--- config.mk ---
export PLATFORM = sky130hd
export DESIGN_NAME = servo_pwm_gen
export DESIGN_NICKNAME = d
export VERILOG_FILES = /design/src/rtl/servo_pwm_gen.sv
export SDC_FILE = /design/constraint.sdc
export NUM_CORES = 1
export LEC_CHECK = 0
export BUFFER_PORTS_ARGS = -buffer_cell sky130_fd_sc_hd__buf_2
export CORE_MARGIN = 10
export CORE_UTILIZATION = 43
export CTS_BUF_LIST = sky130_fd_sc_hd__clkbuf_8
export DETAILED_ROUTE_END_ITERATION = 8
export HOLD_SLACK_MARGIN = 0.02
export PLACE_DENSITY = 0.72
export SYNTH_ARGS = -nofsm -noshare
export SYNTH_HDL_FRONTEND = slang
export SYNTH_SLANG_ARGS = --single-unit
export TNS_END_PERCENT = 10
--- constraint.sdc ---
create_clock -name CLK -period 3.7 [get_ports CLK]
set_input_delay 0.74 -clock CLK [delete_from_list [all_inputs] [get_ports CLK]]
set_output_delay 0.74 -clock CLK [all_outputs]
set_load 0.1 [all_outputs]
--- src/rtl/servo_pwm_gen.sv ---
// Servo PWM frame generator: fixed-period frame with a clamped, frame-synchronous pulse width.
// Optional macro SERVO_SLEW_EN limits the per-frame width change to SLEW_STEP.
//
// Ports:
//   CLK         system clock
//   RST         synchronous active-high reset
//   EN          run request (1 = generate frames)
//   temPWM      requested pulse width in CLK cycles
//   pwm_out     registered servo control line
//   frame_start one-cycle strobe on the first cycle of each frame
//   width_out   pulse width currently in effect
//   clamped     loaded request of the current frame was out of range
module servo_pwm_gen #(
   parameter int PERIOD    = 1000000,
   parameter int MIN_W     = 25000,
   parameter int MAX_W     = 125000,
   parameter int SLEW_STEP = 500
) (
   input  logic        CLK,
   input  logic        RST,
   input  logic        EN,
   input  logic [16:0] temPWM,
   output logic        pwm_out,
   output logic        frame_start,
   output logic [16:0] width_out,
   output logic        clamped
);

   localparam int CW = $clog2(PERIOD);
   localparam int XW = (CW > 17) ? CW : 17;
   localparam logic [CW-1:0] LAST  = CW'(PERIOD - 1);
   localparam logic [16:0]   MIN_V = 17'(MIN_W);
   localparam logic [16:0]   MAX_V = 17'(MAX_W);

   typedef enum logic {IDLE, RUN} state_t;

   state_t        state_q, state_d;
   logic [CW-1:0] cnt_q, cnt_d;
   logic [16:0]   shadow_q, shadow_d;
   logic          clamped_q, clamped_d;
   logic          pwm_q, pwm_d;
   logic          fs_q, fs_d;

   logic          too_lo, too_hi, load;
   logic [16:0]   target, load_w;

   // Width that would be loaded at a frame boundary
   always_comb begin
      too_lo = temPWM < MIN_V;
      too_hi = temPWM > MAX_V;
      target = too_lo ? MIN_V : (too_hi ? MAX_V : temPWM);
`ifdef SERVO_SLEW_EN
      if (target > shadow_q) begin
         load_w = ((target - shadow_q) > 17'(SLEW_STEP))
                  ? shadow_q + 17'(SLEW_STEP) : target;
      end else begin
         load_w = ((shadow_q - target) > 17'(SLEW_STEP))
                  ? shadow_q - 17'(SLEW_STEP) : target;
      end
`else
      load_w = target;
`endif
   end

   always_comb begin
      state_d   = state_q;
      cnt_d     = cnt_q;
      shadow_d  = shadow_q;
      clamped_d = clamped_q;
      load      = 1'b0;
      unique case (state_q)
         IDLE: begin
            cnt_d = '0;
            if (EN) begin
               state_d = RUN;
               load    = 1'b1;
            end
         end
         RUN: begin
            if (cnt_q == LAST) begin
               cnt_d = '0;
               if (EN) load = 1'b1;
               else    state_d = IDLE;
            end else begin
               cnt_d = cnt_q + CW'(1);
            end
         end
         default: state_d = IDLE;
      endcase
      if (load) begin
         shadow_d  = load_w;
         clamped_d = too_lo | too_hi;
      end
      fs_d  = load;
      // Pulse is derived from next-state values so it is aligned
      // with the registered counter and starts in the frame_start cycle
      pwm_d = (state_d == RUN) && (XW'(cnt_d) < XW'(shadow_d));
   end

   always_ff @(posedge CLK) begin
      if (RST) begin
         state_q   <= IDLE;
         cnt_q     <= '0;
         shadow_q  <= MIN_V;
         clamped_q <= 1'b0;
         pwm_q     <= 1'b0;
         fs_q      <= 1'b0;
      end else begin
         state_q   <= state_d;
         cnt_q     <= cnt_d;
         shadow_q  <= shadow_d;
         clamped_q <= clamped_d;
         pwm_q     <= pwm_d;
         fs_q      <= fs_d;
      end
   end

   assign pwm_out     = pwm_q;
   assign frame_start = fs_q;
   assign width_out   = shadow_q;
   assign clamped     = clamped_q;

endmodule

=== Word-level counts from Yosys, hierarchy flattened ===
Index checks and enable logic that the tools add are counted.

* Register bits after elaboration: 41
* Input bits: 20
* Output and inout port bits: 20
* Logic and storage cells: 24

* Add/subtract/negate cells: 1
* Magnitude comparators: 3
* Equality and inequality tests: 1
* Mux-type cells: 10
* Bitwise logic cells: 2
* Reductions and logical operators: 1

{| class="wikitable"
|+ Operators with widths
! kind !! number
|-
| 17-bit two-way mux || 3
|-
| 20-bit one-hot mux with 2 select lines || 1
|-
| 20-bit by 1-bit adder with 20-bit output, second input constant || 1
|-
| 20-bit == test, second input constant || 1
|-
| 20-bit by 17-bit < comparator with 1-bit output || 1
|-
| 20-bit two-way mux || 1
|-
| 17-bit greater-than comparator, second input constant || 1
|-
| 17-bit by 15-bit < comparator with 1-bit output, second input constant || 1
|-
| 1-bit one-hot mux with 2 select lines || 2
|-
| 1-bit two-way mux || 3
|-
| 1-bit logical AND || 1
|-
| 1-bit inverter || 1
|-
| 1-bit bitwise OR || 1
|}

=== Logic depth before layout (Yosys ltp) ===
* Depth after elaboration: 6
* Mapped depth: 14
* Mapped depth without buffers: 13

=== Worst setup path after synthesis ===
OpenSTA, ideal clock, no wires.

* Path kind: input port to flip-flop
* From: in temPWM[2]
* To: reg pwm_q (netlist: pwm_out)
* Arrival time: 3,446 ps
* Setup slack: 123 ps
* Stages on the path: 11
* Cells stage by stage: or4b_2 a211oi_1 nor3_1 nor3_4 a22oi_1 ha_1 nand4_1 nor2_1 or4bb_1 a31oi_1 nor4_1

* Longest elaborated chain between the ends: 6

{| class="wikitable"
|+ Ends and longest elaborated chain
! what !! line !! RTL
|-
| from (decl) || 22 || <nowiki>input logic [16:0] temPWM,</nowiki>
|-
| 17-bit greater-than comparator || 50 || <nowiki>too_hi = temPWM > MAX_V;</nowiki>
|-
| 17-bit two-way mux || 51 || <nowiki>target = too_lo ? MIN_V : (too_hi ? MAX_V : temPWM);</nowiki>
|-
| 17-bit two-way mux (*) || 51 ||
|-
| 17-bit two-way mux (*) || 90 || <nowiki>if (load) begin</nowiki>
|-
| 20-bit by 17-bit < comparator with 1-bit output (*) || 97 || <nowiki>pwm_d = (state_d == RUN) && (XW'(cnt_d) < XW'(shadow_d));</nowiki>
|-
| 1-bit logical AND (*) || 97 ||
|-
| to (signal assigned) || 113 || <nowiki>pwm_q <= pwm_d;</nowiki>
|-
| to (decl) || 41 || <nowiki>logic pwm_q, pwm_d;</nowiki>
|}

Mark *: on every way between the ends. The rest lies on a longest branch, timed or not.
A chain may end at the register's enable or synchronous reset.

=== Worst setup path in the final report ===
* From: reg cnt_q[7]
* To: reg pwm_q (netlist: pwm_out)

* Longest elaborated chain between the ends: 6

{| class="wikitable"
|+ Ends and longest elaborated chain
! what !! line !! RTL
|-
| from (decl) || 38 || <nowiki>logic [CW-1:0] cnt_q, cnt_d;</nowiki>
|-
| from (signal assigned) || 110 || <nowiki>cnt_q <= cnt_d;</nowiki>
|-
| branches (longest 5 deep; another with 20-bit by 1-bit adder with 20-bit output) || n/a ||
|-
| 1-bit logical AND (*) || 97 ||
|}

Every way passes the cells marked *.

==> flow_metrics.tcl <==
set metrics [dict create \
    synthTopCellsByCount "dfxtp_1 (41), nor2_1 (37), nor3_1 (25)" \
    critical_path_buf_inv_count 1 \
    vias 2116 \
    drv_slew 0 \
    p_per_area_nw_per_um2 350 \
    rows 26 \
    firstDrtPassIters 4 \
    arrival_ns 3.81 \
    yosysSeqAreaShare_pct 36.2 \
    diodes 0 \
    hp-class "flip-flop to flip-flop" \
    die_y_um 92.6 \
    remaining_drc_errors 0 \
    worst_slew_pin_slew_ns 0.746 \
    vdd_drop_max_uv 145 \
    syn_avg_cell_area_um2 8.52 \
    fmax_mhz 276 \
    drive_above_1_share_pct 26.2 \
    globalplace.congestion 0.973 \
    ys_ff_latch 41 \
    syn_nets 303 \
    grt_overflow 0 \
    vias_per_cell 5.37 \
    period_share_pct 97.8 \
    rr_worst_depth 12 \
    cp_max_fo 3 \
    synth_edf_count 0 \
    yosysWarnings 0 \
    endpoint "pwm_out$_SDFF_PP0_" \
    drt_iter0_markers 112 \
    setup_tns_ns 0 \
    finClkSkew_ns 0.00888 \
    period_needed_ns 3.62 \
    placed_cell_area_um2 2670 \
    io_buffers 39 \
    final_nets 360 \
    syn2layout_area_growth_pct 23.9 \
    clk_pin_slew_worst_paths_ns 0.08 \
    synth_area_um2 2270 \
    critPathLaunchType "flip-flop" \
    synth_area_leaders "dfxtp_1 (36%), ha_1 (9.4%), nor2_1 (6.1%)" \
    numCtsBuffers 5 \
    setup.worst_path.start "cnt_q[7]$_SDFF_PP0_" \
    wl_um 6230 \
    wl_per_cell_um 15.8 \
    crit_required_ns 3.89 \
    leakagePower_uw 0.00116 \
    hold_viol_final 0 \
    crit_family "simple AND/OR/NAND/NOR gates" \
    end_kind "flip-flop" \
    h-tree-depth 2 \
    cpPeakStageDelay_ns 0.55 \
    reg2reg_from "cnt_q[7]$_SDFF_PP0_" \
    crit_slowest_cell "or4_4" \
    grt_max_degree 42 \
    path_cells "or4_1 -> or4_4 -> o31a_1 -> or2_1 -> o21ai_1 -> inv_1 -> ha_1 -> nand4_1 -> nor2_1 -> or4bb_1 -> a31oi_1 -> nor4_1" \
    die_w_um 92.6 \
    yosysTopAreaCell "dfxtp_1" \
    cts.sinks 41 \
    hold_depth 1 \
    ys_types 48 \
    design_area_um2 2810 \
    die-area_um2 8580 \
    ant_nets 0 \
    rsz0062_at_grt "true" \
    cp.depth 12 \
    insertion_delay_ns 0.30 \
    pin_count 40 \
    grt_pass1_wl_um 10400 \
    grt_pass1_vias 2133 \
    async_flop_share_pct 0 \
    r2r_slack_ns 0.08 \
    cts_buffer_depth 2 \
    yosysMostFrequentCell "dfxtp_1" \
    worstReg2RegEnd "pwm_out$_SDFF_PP0_" \
    dpl.hpwl_um 4760 \
    maxCapViolCount 0 \
    setup_violations 0 \
    start_util_pct 44.4 \
    cts_tree "done" \
    max_slew_margin_pct 50.3 \
    antenna_found_initial 0 \
    root_buffer "clkbuf_8" \
    core_area_um2 5110 \
    postSynthCellCount 266 \
    yosysTopAreaCellShare_pct 36.2 \
    status "completed" \
    grt_usage_pct 14.6 \
    synth-main-ff-cell "dfxtp_1" \
    critPathKind "flip-flop to flip-flop" \
    cts_hold_buf 0 \
]
## sequential cells by signal, summed over array words and instances, names as in the netlist
register and count:
pwm_out 1, frame_start 1, state_q 1, cnt_q 20
clamped 1, width_out 17
## cell families (layout without fill, tap and decap cells)
logic type	after synthesis	after routing	synth area share [%]
mux	3	3	1.32
flops	41	41	36.2
xor+xnor	19	19	7.34
buf+inv	19	77	3.59
compound gates	42	42	13.2
simple gates	125	125	29.0
fa+ha+maj	17	17	9.38
## cell usage in the layout (no fill, tap or decap), types with 3 or more instances in the layout
cell type | Yosys | layout
a211oi_1 | 3 | 3
a21o_1 | 4 | 4
a21oi_1 | 5 | 4
a22oi_1 | 6 | 6
and2_1 | 3 | 3
buf_2 | 2 | 39
buf_4 | 0 | 20
clkbuf_8 | 0 | 5
dfxtp_1 | 41 | 40
ha_1 | 17 | 16
inv_1 | 8 | 9
mux2i_1 | 3 | 3
nand2_1 | 12 | 12
nand2b_1 | 7 | 7
nand3_1 | 8 | 8
nand4_1 | 6 | 6
nor2_1 | 37 | 37
nor2b_1 | 5 | 5
nor3_1 | 25 | 25
nor4_1 | 3 | 3
o21ai_0 | 4 | 3
o21ai_1 | 5 | 5
or2_2 | 3 | 3
or4_1 | 4 | 3
xnor2_1 | 12 | 12
xor2_1 | 7 | 7
## worst register-to-register path, cell delays in order, from the launching register on
cell	delay [ns]
dfxtp_2	0.33
or4_1	0.51
or4_4	0.55
o31a_1	0.31
or2_1	0.29
o21ai_1	0.17
inv_1	0.07
ha_1	0.30
nand4_1	0.10
nor2_1	0.13
or4bb_1	0.48
a31oi_1	0.19
nor4_1	0.07
## power breakdown
| part | switching (uW) | internal, uW | total [uW] |
|---|---|---|---|
| sequential | 8.43 | 455 | 463 |
| combinational | 167 | 62.1 | 229 |
| clock | 161 | 128 | 289 |
## worst min path at each step
| stage | end | slack (ns) | from |
|---|---|---|---|
| after global placement | width_out[0]$_SDFF_PP0_ | 0.46 | width_out[0]$_SDFF_PP0_ |
| after CTS | cnt_q[0]$_SDFF_PP0_ | 0.50 | cnt_q[0]$_SDFF_PP0_ |
| final | cnt_q[0]$_SDFF_PP0_ | 0.50 | cnt_q[0]$_SDFF_PP0_ |
| after global routing | cnt_q[0]$_SDFF_PP0_ | 0.54 | cnt_q[0]$_SDFF_PP0_ |
| after floorplan | cnt_q[0]$_SDFF_PP0_ | 0.45 | cnt_q[0]$_SDFF_PP0_ |
| after detailed placement | width_out[0]$_SDFF_PP0_ | 0.49 | width_out[0]$_SDFF_PP0_ |
## per-layer routing
layer / share of wire, % / vias up / track usage (%)
met4: 1.4 / 0 / 4.50
li1: - / 1068 / -
met2: 51 / 48 / 25.4
met5: 0 / - / 0
met3: 5.0 / 8 / 3.31
met1: 43 / 992 / 17.5
## per-stage QoR
step	utilization [%]	total power, uW	hold WS, ns	cells	setup slack (ns)
finish	55.0	982	0.498	394	0.0805
global route	55.0	1020	0.542	394	-0.0832
CTS	54.5	980	0.500	393	0.0217
detailed placement	52.3	695	0.488	385	-0.129
global placement	52.3	693	0.460	385	-0.0144
floorplan	-	634	0.449	266	0.123
## what timing repair did
item / 4_1_cts / 5_1_grt
gates resized for setup: 6 / 5
hold endpoints to repair: 0 / 0
pin swaps: 4 / 5
setup buffers: 0 / 1
setup endpoints to repair: 1 / 1
## area by class of cell
class	count	area [um2]
Clock buffer	5	68.8
Clock inverter	3	13.8
Fill cell	512	2300
Inverter	8	30.0
Multi-Input combinational cell	206	1410
Sequential cell	41	822
Tap cell	70	87.6
Timing Repair Buffer	61	377
Note: power is estimated with default switching activity, not from simulation.
